### config.mk
export PLATFORM = sky130hd
export DESIGN_NAME = mt_stream_buffer_flat
export DESIGN_NICKNAME = d
export VERILOG_FILES = /design/src/rtl/mt_stream_buffer_if.sv /design/src/rtl/mt_stream_buffer.sv /design/src/flat_wrapper.sv
export SDC_FILE = /design/constraint.sdc
export NUM_CORES = 1
export LEC_CHECK = 0
export BUFFER_PORTS_ARGS = -buffer_cell sky130_fd_sc_hd__buf_2
export CORE_MARGIN = 3
export CORE_UTILIZATION = 45
export CTS_BUF_LIST = sky130_fd_sc_hd__clkbuf_8
export CTS_CLUSTER_SIZE = 20
export DETAILED_ROUTE_END_ITERATION = 8
export SYNTH_ARGS = -nofsm -noshare
export SYNTH_HDL_FRONTEND = slang
export SYNTH_SLANG_ARGS = --single-unit
### constraint.sdc
create_clock -name clk -period 5.7 [get_ports clk]
set_clock_uncertainty 0.15 [all_clocks]
set_input_delay 1.14 -clock clk [delete_from_list [all_inputs] [get_ports clk]]
set_output_delay 1.14 -clock clk [all_outputs]
set_load 0.01 [all_outputs]
### src/rtl/mt_stream_buffer_if.sv
// rtl/mt_stream_buffer_if.sv - generator extraction and output stream signals of the MT stream buffer
interface mt_stream_buffer_if;
  logic        gen_ready;
  logic [31:0] gen_num;
  logic        gen_trig;
  logic        m_valid;
  logic        m_ready;
  logic [31:0] m_data;

  modport master (
    input  gen_ready, gen_num, m_ready,
    output gen_trig, m_valid, m_data
  );

  modport slave (
    output gen_ready, gen_num, m_ready,
    input  gen_trig, m_valid, m_data
  );
endinterface

### src/rtl/mt_stream_buffer.sv
// rtl/mt_stream_buffer.sv - paces MT core extraction into a FWFT FIFO driving a valid/ready stream
module mt_stream_buffer #(
  parameter int DEPTH  = 8,
  parameter int RD_LAT = 2,
  parameter int CNT_W  = 32
) (
  input  logic                     clk,
  input  logic                     rst,
  input  logic                     en,
  input  logic                     flush,
  mt_stream_buffer_if.master       bus,
  output logic [$clog2(DEPTH):0]   level,
  output logic [CNT_W-1:0]         delivered
);

  localparam int PW = $clog2(DEPTH);
  localparam int SW = $clog2(RD_LAT + 1);

  typedef enum logic [1:0] {IDLE, WAIT, CAPTURE, SETTLE} state_t;

  state_t        state, state_nxt;
  logic [SW-1:0] settle_cnt, settle_nxt;
  logic [31:0]   mem [DEPTH];
  logic [PW-1:0] wr_ptr, rd_ptr;
  logic          fire, push, pop;

  always_comb begin
    state_nxt  = state;
    settle_nxt = settle_cnt;
    fire       = 1'b0;
    case (state)
      IDLE:    if (en) state_nxt = WAIT;
      WAIT:    if (bus.gen_ready) state_nxt = CAPTURE;
      CAPTURE: begin
        // Full test uses the registered level, so a same-cycle pop never frees a slot.
        fire = bus.gen_ready && (level < (PW+1)'(DEPTH)) && !flush && en && !rst;
        if (fire) begin
          settle_nxt = SW'(RD_LAT);
          state_nxt  = SETTLE;
        end else if (!bus.gen_ready) begin
          state_nxt = WAIT;
        end else if (!en) begin
          state_nxt = IDLE;
        end
      end
      SETTLE: begin
        // Runs to completion regardless of en/gen_ready so the in-flight read settles.
        settle_nxt = settle_cnt - SW'(1);
        if (settle_cnt == SW'(1)) state_nxt = en ? CAPTURE : IDLE;
      end
      default: state_nxt = IDLE;
    endcase
  end

  always_ff @(posedge clk) begin
    if (rst) begin
      state      <= IDLE;
      settle_cnt <= '0;
    end else begin
      state      <= state_nxt;
      settle_cnt <= settle_nxt;
    end
  end

  assign push         = fire;
  assign pop          = bus.m_valid && bus.m_ready && !flush;
  assign bus.gen_trig = fire;
  assign bus.m_valid  = (level != '0);
  assign bus.m_data   = bus.m_valid ? mem[rd_ptr] : 32'd0;

  always_ff @(posedge clk) begin
    if (push) mem[wr_ptr] <= bus.gen_num;
  end

  always_ff @(posedge clk) begin
    if (rst) begin
      wr_ptr    <= '0;
      rd_ptr    <= '0;
      level     <= '0;
      delivered <= '0;
    end else if (flush) begin
      wr_ptr <= '0;
      rd_ptr <= '0;
      level  <= '0;
    end else begin
      if (push) wr_ptr <= wr_ptr + PW'(1);
      if (pop) begin
        rd_ptr    <= rd_ptr + PW'(1);
        delivered <= delivered + CNT_W'(1);
      end
      if (push && !pop)      level <= level + (PW+1)'(1);
      else if (pop && !push) level <= level - (PW+1)'(1);
    end
  end

endmodule
### src/flat_wrapper.sv
// flat-port wrapper written by rule: the top's interface ports become plain ports
module mt_stream_buffer_flat 
#(
  parameter int DEPTH  = 8,
  parameter int RD_LAT = 2,
  parameter int CNT_W  = 32
)
  (clk, rst, en, flush, level, delivered, bus_gen_ready, bus_gen_num, bus_m_ready, bus_gen_trig, bus_m_valid, bus_m_data);
  mt_stream_buffer_if bus_i ();
  input  logic clk;
  input  logic rst;
  input  logic en;
  input  logic flush;
  output logic [$clog2(DEPTH):0] level;
  output logic [CNT_W-1:0] delivered;
  input wire logic [$bits(bus_i.gen_ready)-1:0] bus_gen_ready;
  input wire logic [$bits(bus_i.gen_num)-1:0] bus_gen_num;
  input wire logic [$bits(bus_i.m_ready)-1:0] bus_m_ready;
  output wire logic [$bits(bus_i.gen_trig)-1:0] bus_gen_trig;
  output wire logic [$bits(bus_i.m_valid)-1:0] bus_m_valid;
  output wire logic [$bits(bus_i.m_data)-1:0] bus_m_data;
  assign bus_i.gen_ready = bus_gen_ready;
  assign bus_i.gen_num = bus_gen_num;
  assign bus_i.m_ready = bus_m_ready;
  assign bus_gen_trig = bus_i.gen_trig;
  assign bus_m_valid = bus_i.m_valid;
  assign bus_m_data = bus_i.m_data;
  mt_stream_buffer #(.DEPTH(DEPTH), .RD_LAT(RD_LAT), .CNT_W(CNT_W)) u_core (.clk(clk), .rst(rst), .en(en), .flush(flush), .bus(bus_i), .level(level), .delivered(delivered));
endmodule
* Yosys cells after proc, flatten, opt, wreduce, memory -nomap -nowiden
Memory sizes are Yosys's and may differ from the RTL's. A register that Yosys moved wholly into a read port is not among the register bits.
Cells that the tools add are included.
** Word-level totals
- Logic and storage cells :: 62
- Bits in registers :: 46
- Bits in writable memories :: 256
- Memories :: 1
- Output and inout bits :: 70
** Memory list
- u_core.mem :: words 8, bits a word 32, read ports 1, clocked after memory_dff 1, wr ports 1, line mt_stream_buffer.sv:23 : logic [31:0] mem [DEPTH];
** Operators by class
- $lt $le $gt $ge :: 1
- Bitwise gates (word level) :: 1
- $add $sub $neg :: 6
- Reductions and logical operators :: 20
- Multiplexer cells :: 18
- Eq/ne operators :: 9
** Operators by type and width (count)
- adder 32 x 1 -> 32 bit (second input constant) :: 1
- 2-to-1 mux 32 bit :: 1
- 2-to-1 mux 2 bit :: 8
- logical AND 1 bit :: 8
- 2-to-1 mux 4 bit :: 2
- one-hot mux 2 bit (4 select lines) :: 1
- adder 3 x 1 -> 3 bit (second input constant) :: 2
- 2-to-1 mux 3 bit :: 2
- adder 4 x 1 -> 4 bit (second input constant) :: 1
- == test 2 x 1 -> 1 bit (second input constant) :: 2
- == test 2 bit (second input constant) :: 2
- logical NOT 1 bit :: 4
- < comparator 4 bit (second input constant) :: 1
- inequality test 2 x 1 -> 1 bit (second input constant) :: 2
- inequality test 2 bit (second input constant) :: 2
- inequality test 4 x 3 -> 1 bit (second input constant) :: 1
- one-hot mux 2 bit (2 select lines) :: 1
- AND reduction 2 bit :: 2
- AND reduction 4 bit :: 1
- nonzero test 2 bit :: 2
- nonzero test 4 bit :: 1
- subtractor 4 x 1 -> 4 bit (second input constant) :: 1
- 2-to-1 mux 1 bit :: 3
- logical NOT 2 bit :: 1
- other kinds (3) :: 3

* Depth between registers and ports, before layout
Gate-level depths: netlist (run 1).
- Depth in word-level cells :: 10
- Mapped depth :: 11

* Least setup slack after synthesis (run 1)
No wires, ideal clock.
- Path type :: input port to flip-flop
- From :: input flush
- To :: memory u_core.mem[4][0], enable pin
- Cell stages on the path :: 5
- Setup slack :: 0.560 ns
- Arrival :: 4.522 ns
- Cell sequence :: or3_1 nor2b_1 clkbuf_1 nand2b_1 nor3b_1
** On the way
- Word-level cells in the longest chain between the ends :: 7
** Ends and longest elaborated chain
- from (decl) :: line flat_wrapper.sv:13 : input logic flush;
- logical NOT 1 bit :: line mt_stream_buffer.sv:36 : fire = bus.gen_ready && (level < (PW+1)'(DEPTH)) && !flush && en && !rst;
- logical AND 1 bit (3 in a row) :: line mt_stream_buffer.sv:36
- 2-to-1 mux 1 bit :: line mt_stream_buffer.sv:31 : case (state)
- via bus_gen_trig :: line flat_wrapper.sv:19 : output wire logic [$bits(bus_i.gen_trig)-1:0] bus_gen_trig;
- 2-to-1 mux 1 bit :: line mt_stream_buffer.sv:72 : if (push) mem[wr_ptr] <= bus.gen_num;
- 2-to-1 mux 1 bit (not written as such) :: line mt_stream_buffer.sv:72
- to (decl) :: line mt_stream_buffer.sv:23
The timed path passes the listed nets, and every way through them passes these cells.

==> impl_metrics.csv, run 1 <==
group,metric,value,unit
route,drcViolationCount,0,
finish,layout-drive-gt1-share,0.3195,
cts,htreeDepth,2,
pwr,p_leak,4.683,nW
route,drtAntennaViolNets,0,
placed_design,dp_cells,1113,
synth,synth_top_area_share,0.6348,
synth,synth_area,0.01211,mm²
cts,cts_tree,"yes",
status,outcome,"finished, final reports clean",
setup_path,cp-end-kind,"output pin",
finish,nNetsFinal,876,
sta,fin_tns_setup,0,ns
cts,cts_buffers,50,
setup_path,r2r_start,"u_core.level[0]$_SDFFE_PP0P_",
die,io_pins,108,
sta,drv_slew,0,
route,routed_wl,24.40,mm
flow_run,maxCapViolCount,0,
synth,yosysSeqAreaShare,0.7158,
placed_design,io_buffers,107,
pwr,ir_drop,183.9,µV
synth,ys_types,42,
global_route,overflow,0,
setup_path,critPathSlowestCell,"dfxtp_4",
sta,fin_crit,4.084,ns
cts,cts.clk_slew.worst_paths,0.06,ns
synth,async_reset_ff_frac,0,
route,viasPerCell,5.489,
setup_path,path_max_fanout,30,
setup_path,cp_data_arrival_time,2.79,ns
pwr,power,4.275,mW
global_route,grt_start_max_net_pins,65,
cts,clockBufferDepth,3,
global_route,grt_pass1_vias,6982,
route,vias,6598,
sta,rsz0062_at_grt,"false",
worst_hold_path,hold_start,"u_core.delivered[31]$_SDFFE_PP0P_",
synth,synth_most_common_cell,"edfxtp_1",
placed_design,hpwl,14.40,mm
sta,slew_headroom,0.2769,
synth,synth_cells,694,
setup_path,start_kind,"flip-flop",
cts,cts.sinks,305,
die,initial_utilization,0.4608,
synth,synth_top_flop_cell,"edfxtp_1",
sta,whs,0.3330,ns
route,dr.pass1.iters,5,
sta,setup_violations,0,
global_route,grt_use_total,0.1711,
die,dieArea,0.02892,mm²
setup_path,crit_required,4.41,ns
cts,post_cts_buffers,0,
finish,layoutNonFillerInstCount,1202,
synth,yosysTopAreaCell,"edfxtp_1",
setup_path,path_cells,"buf_4 > mux4_2 > mux2i_1 > nor2_1 > buf_2",
worst_hold_path,hold_class,"reg -> reg",
route,post_drt_wl_per_cell,20.30,µm
sta,tightest_slew,1.082,ns
placed_design,place.gp.congestion,0.7487,
finish,area_growth,15.88,%
pwr,power_density,304.7,mW/mm²
die,die_w,170.1,µm
finish,postLayoutCoreUtil,0.5340,
cts,cts_resized,0,
synth,ys_warn_count,0,
die,die_y,170.1,µm
setup_path,critPathKind,"reg -> out",
global_route,antenna_found_initial,2,
setup_path,slowest_delay,0.73,ns
cts,clkLatencyLatePin,0.56,ns
sta,hold_viol,0,
synth,synthTopCellsByArea,"edfxtp_1 (63%), mux4_2 (12%), dfxtp_1 (8.1%), mux2i_1 (3.0%), nor2_1 (1.9%)",
sta,fmax,244.8,MHz
die,core,0.02628,mm²
synth,synth_edf_count,256,
synth,synth_nets,740,
finish,diodes,0,
synth,avgSynthCellArea,17.45,µm²
die,rows,59,
cts,root_buffer,"clkbuf_8",
route,drt-initial-drc-count,394,
synth,synth_seq_cells,305,
sta,min_period_over_period,0.7165,
cts,cts_hold_buf,0,
global_route,grt_pass1_wl,38.62,mm
synth,synth_common_cells,"edfxtp_1 (256), mux4_2 (64), nor2_1 (62)",
[cells in the final DEF (no fill, tap or decap), types with 2 or more instances in the layout]
| cell type | n |
|---|---|
| a21oi_1 | 27 |
| and4_1 | 2 |
| buf_2 | 107 |
| buf_4 | 16 |
| bufinv_16 | 2 |
| clkbuf_8 | 54 |
| clkinv_1 | 8 |
| clkinv_2 | 10 |
| dfxtp_1 | 46 |
| dfxtp_4 | 2 |
| edfxtp_1 | 256 |
| ha_1 | 7 |
| inv_1 | 23 |
| inv_6 | 2 |
| mux2_1 | 2 |
| mux2_2 | 3 |
| mux2i_1 | 36 |
| mux4_2 | 64 |
| nand2_1 | 20 |
| nand2b_1 | 3 |
| nand3_1 | 11 |
| nand4_1 | 8 |
| nor2_1 | 60 |
| nor2_4 | 2 |
| nor2b_1 | 6 |
| nor3_1 | 5 |
| nor3_2 | 2 |
| nor3b_2 | 4 |
| nor4_1 | 3 |
| nor4b_1 | 2 |
| o21ai_0 | 8 |
| o31ai_1 | 12 |
| or2_2 | 4 |
| or3_1 | 8 |
| or4_1 | 14 |
| xnor2_1 | 11 |
| xor2_1 | 3 |
[flip-flops by register name (all words and copies together) (netlist names), named ones only]
| name | flops |
|---|---|
| u_core.wr_ptr | 3 |
| u_core.mem | 256 |
| u_core.delivered | 32 |
| u_core.rd_ptr | 3 |
| u_core.settle_cnt | 2 |
| u_core.state | 2 |
| u_core.level | 4 |
[metal layers]
| layer | GRT usage | vias to the layer above | routed length, µm |
|---|---|---|---|
| li1 | - | 3025 | - |
| met4 | 0.05467 | 4 | 512 |
| met5 | 0 | - | 21 |
| met1 | 0.2195 | 3344 | 10280 |
| met3 | 0.03461 | 43 | 1126 |
| met2 | 0.2951 | 182 | 12460 |
[critical path, delay by kind of cell (launching register included)]
kind                   cells  cell delay, ns
and+or+nand+nor            1            0.06
muxes                      2            0.78
buffers and inverters      2            0.65
DFF                        1            0.73
[layout make-up]
type                            count  area [µm²]
Multi-Input combinational cell    339        3287
Timing Repair Buffer              123       655.6
Sequential cell                   305        8677
Tap cell                          335       419.2
Clock buffer                       54       743.2
Inverter                           11       41.29
Clock inverter                     35       210.2
Fill cell                        2156       12250
[stage by stage]
step / worst slack (ns) / cell area [µm²]
floorplan: 0.5601 / 12110
global placement: 1.476 / 13080
detailed placement: 1.378 / 13080
CTS: 1.452 / 14030
global route: 1.320 / 14030
finish: 1.616 / 14030
[logic make-up (layout without fill, tap and decap cells)]
group,Yosys count,count (layout),synth area share
XOR/XNOR,14,14,0.01013
adder cells (fa/ha/maj),8,8,0.008885
flip-flops,305,305,0.7158
AO/OA/AOI/OAI,50,50,0.02387
buffers and inverters,50,223,0.01725
multiplexers,105,105,0.1534
AND/OR/NAND/NOR,162,162,0.07067
[power by group]
| group | internal (mW) | total, mW | switching, mW | leakage (nW) |
|---|---|---|---|---|
| Clock | 0.967 | 1.80 | 0.833 | 0.541 |
| Combinational | 0.0177 | 0.0582 | 0.0405 | 1.44 |
| Sequential | 2.41 | 2.42 | 0.00262 | 2.70 |
| Total | 3.40 | 4.28 | 0.876 | 4.68 |
[final timing paths]
path,end,slack (ns),cells after the start
worst min register to register,u_core.delivered[31]$_SDFFE_PP0P_,0.33,2
worst max-delay path,bus_m_data[13],1.62,5
worst max register to register,u_core.level[3]$_SDFFE_PP0P_,2.53,11
worst min-delay path,u_core.delivered[31]$_SDFFE_PP0P_,0.33,2
Note: power is estimated with default switching activity, not from simulation.
==> run 2: changes to the inputs <==
==> constraint.sdc (replaced) <==
create_clock -name clk -period 4.21 [get_ports clk]
set_clock_uncertainty 0.15 [all_clocks]
set_input_delay 0.842 -clock clk [delete_from_list [all_inputs] [get_ports clk]]
set_output_delay 0.842 -clock clk [all_outputs]
set_load 0.01 [all_outputs]
==> impl_metrics.csv, run 2 (synthesis gave the netlist of run 1 again) <==
group,metric,value,unit
cts,cts_resized,0,
die,dieArea,0.02892,mm²
cts,htreeDepth,2,
die,initial_utilization,0.4608,
route,viasPerCell,5.564,
finish,layout.cells.most_common,"edfxtp_1",
global_route,overflow,0,
finish,biggestRegsByFlops,"u_core.mem: 256 flops, u_core.delivered: 32 flops, u_core.level: 4 flops",
status,outcome,"finished, final reports clean",
route,drt-initial-drc-count,410,
finish,area_growth,16.68,%
sta,setup_violations,0,
finish,fin_area,0.01413,mm²
cts,cts_buffers,50,
placed_design,dpl_cell_area,0.01318,mm²
sta,rsz0062_at_grt,"false",
route,drcViolationCount,0,
placed_design,place.gp.congestion,0.7663,
placed_design,hpwl,15.39,mm
finish,most-common-layout-cells,"edfxtp_1 (256), buf_2 (107), mux4_2 (64), nor2_1 (60), clkbuf_8 (54)",
setup_path,start_kind,"flip-flop",
setup_path,path_max_fanout,31,
sta,fmax,280.6,MHz
die,io_pins,108,
route,post_drt_wl_per_cell,20.64,µm
die,die_y,170.1,µm
finish,layout-drive-gt1-share,0.3215,
global_route,antenna_found_initial,1,
die,core,0.02628,mm²
pwr,power_density,407.3,mW/mm²
route,routed_wl,24.97,mm
sta,drv_slew,0,
finish,largest_reg_flops,256,
cts,cts.clk_slew.worst_paths,0.06,ns
die,rows,59,
route,drtAntennaViolNets,0,
placed_design,io_buffers,107,
route,dr.pass1.iters,6,
global_route,grt_pass1_vias,7049,
die,die_w,170.1,µm
cts,root_buffer,"clkbuf_8",
cts,clockBufferDepth,3,
finish,fill_cells,2115,
cts,cts_tree,"yes",
flow_run,maxCapViolCount,0,
cts,cts.sinks,305,
worst_hold_path,hold_class,"reg -> reg",
pwr,ir_drop,248.4,µV
setup_path,crit_required,3.22,ns
cts,clkLatencyLatePin,0.56,ns
global_route,grt_use_total,0.1747,
setup_path,cp-end-kind,"output pin",
cts,post_cts_buffers,0,
sta,fin_tns_setup,0,ns
sta,tightest_slew,0.9968,ns
setup_path,cp_data_arrival_time,2.57,ns
sta,min_period_over_period,0.8466,
finish,top_register,"u_core.mem",
cts,cts_hold_buf,0,
pwr,p_leak,4.716,nW
sta,fin_crit,3.564,ns
route,vias,6732,
sta,slew_headroom,0.3355,
sta,hold_viol,0,
finish,nNetsFinal,883,
setup_path,critPathKind,"reg -> out",
global_route,grt_start_max_net_pins,65,
global_route,grt_pass1_wl,39.33,mm
==> run 2: path summary, 6_finish.rpt <==
path / startpoint / to / slack, ns / cells after the start
setup / recovery: flip-flop / bus_m_data[9] / 0.65 / 5
setup reg to reg: u_core.level[0]$_SDFFE_PP0P_ / u_core.level[3]$_SDFFE_PP0P_ / 1.21 / 11
hold reg to reg: u_core.delivered[31]$_SDFFE_PP0P_ / u_core.delivered[31]$_SDFFE_PP0P_ / 0.33 / 2
hold / removal: u_core.delivered[31]$_SDFFE_PP0P_ / u_core.delivered[31]$_SDFFE_PP0P_ / 0.33 / 2
==> run 2: where the power goes <==
part           switching (mW)  total [mW]  leakage, nW  internal (mW)
Sequential            0.00363        3.27         2.70           3.27
Clock                    1.10        2.40        0.529           1.30
Combinational          0.0570      0.0818         1.49         0.0248
Total                    1.16        5.76         4.72           4.60
==> run 2: per-stage QoR <==
| stage | hold WS (ns) | total power, mW | std cells | util | worst slack, ns |
|---|---|---|---|---|---|
| 2_1_floorplan | 0.3041 | 3.361 | 694 | - | -0.6080 |
| 3_3_place_gp | 0.3089 | 3.412 | 1120 | 0.5016 | 0.8325 |
| 3_5_place_dp | 0.3142 | 3.419 | 1120 | 0.5016 | 0.7719 |
| 4_1_cts | 0.3297 | 5.836 | 1209 | 0.5376 | 0.5216 |
| 5_1_grt | 0.3581 | 5.982 | 1210 | 0.5377 | 0.3923 |
| 6_report | 0.3277 | 5.755 | 1210 | 0.5377 | 0.6459 |
==> run 2: routing by layer <==
layer	part of all wire	track usage	routed length [µm]
met5	0	0	0
met3	0.051	0.03182	1267
met4	0.025	0.05855	618
met2	0.49	0.2866	12180
met1	0.44	0.2385	10910
==> run 2: cell type report <==
class / count / area, µm² / area share
flip-flops and latches: 305 / 8677 / 0.6141
multi-input cells: 339 / 3299 / 0.2335
repair buffers: 130 / 745.7 / 0.05278
clock buffers: 54 / 743.2 / 0.05260
well taps: 335 / 419.2 / 0.02966
clock inverters: 35 / 201.4 / 0.01426
inverters: 11 / 41.29 / 0.002922
diodes: 1 / 2.502 / 0.0001771
==> run 2: worst max-delay path, stage by stage, from the launching register on <==
cell and delay (ns):
dfxtp_4 0.79, buf_4 0.32, mux4_2 0.51, mux2i_1 0.16, nor2_1 0.06, buf_2 0.15
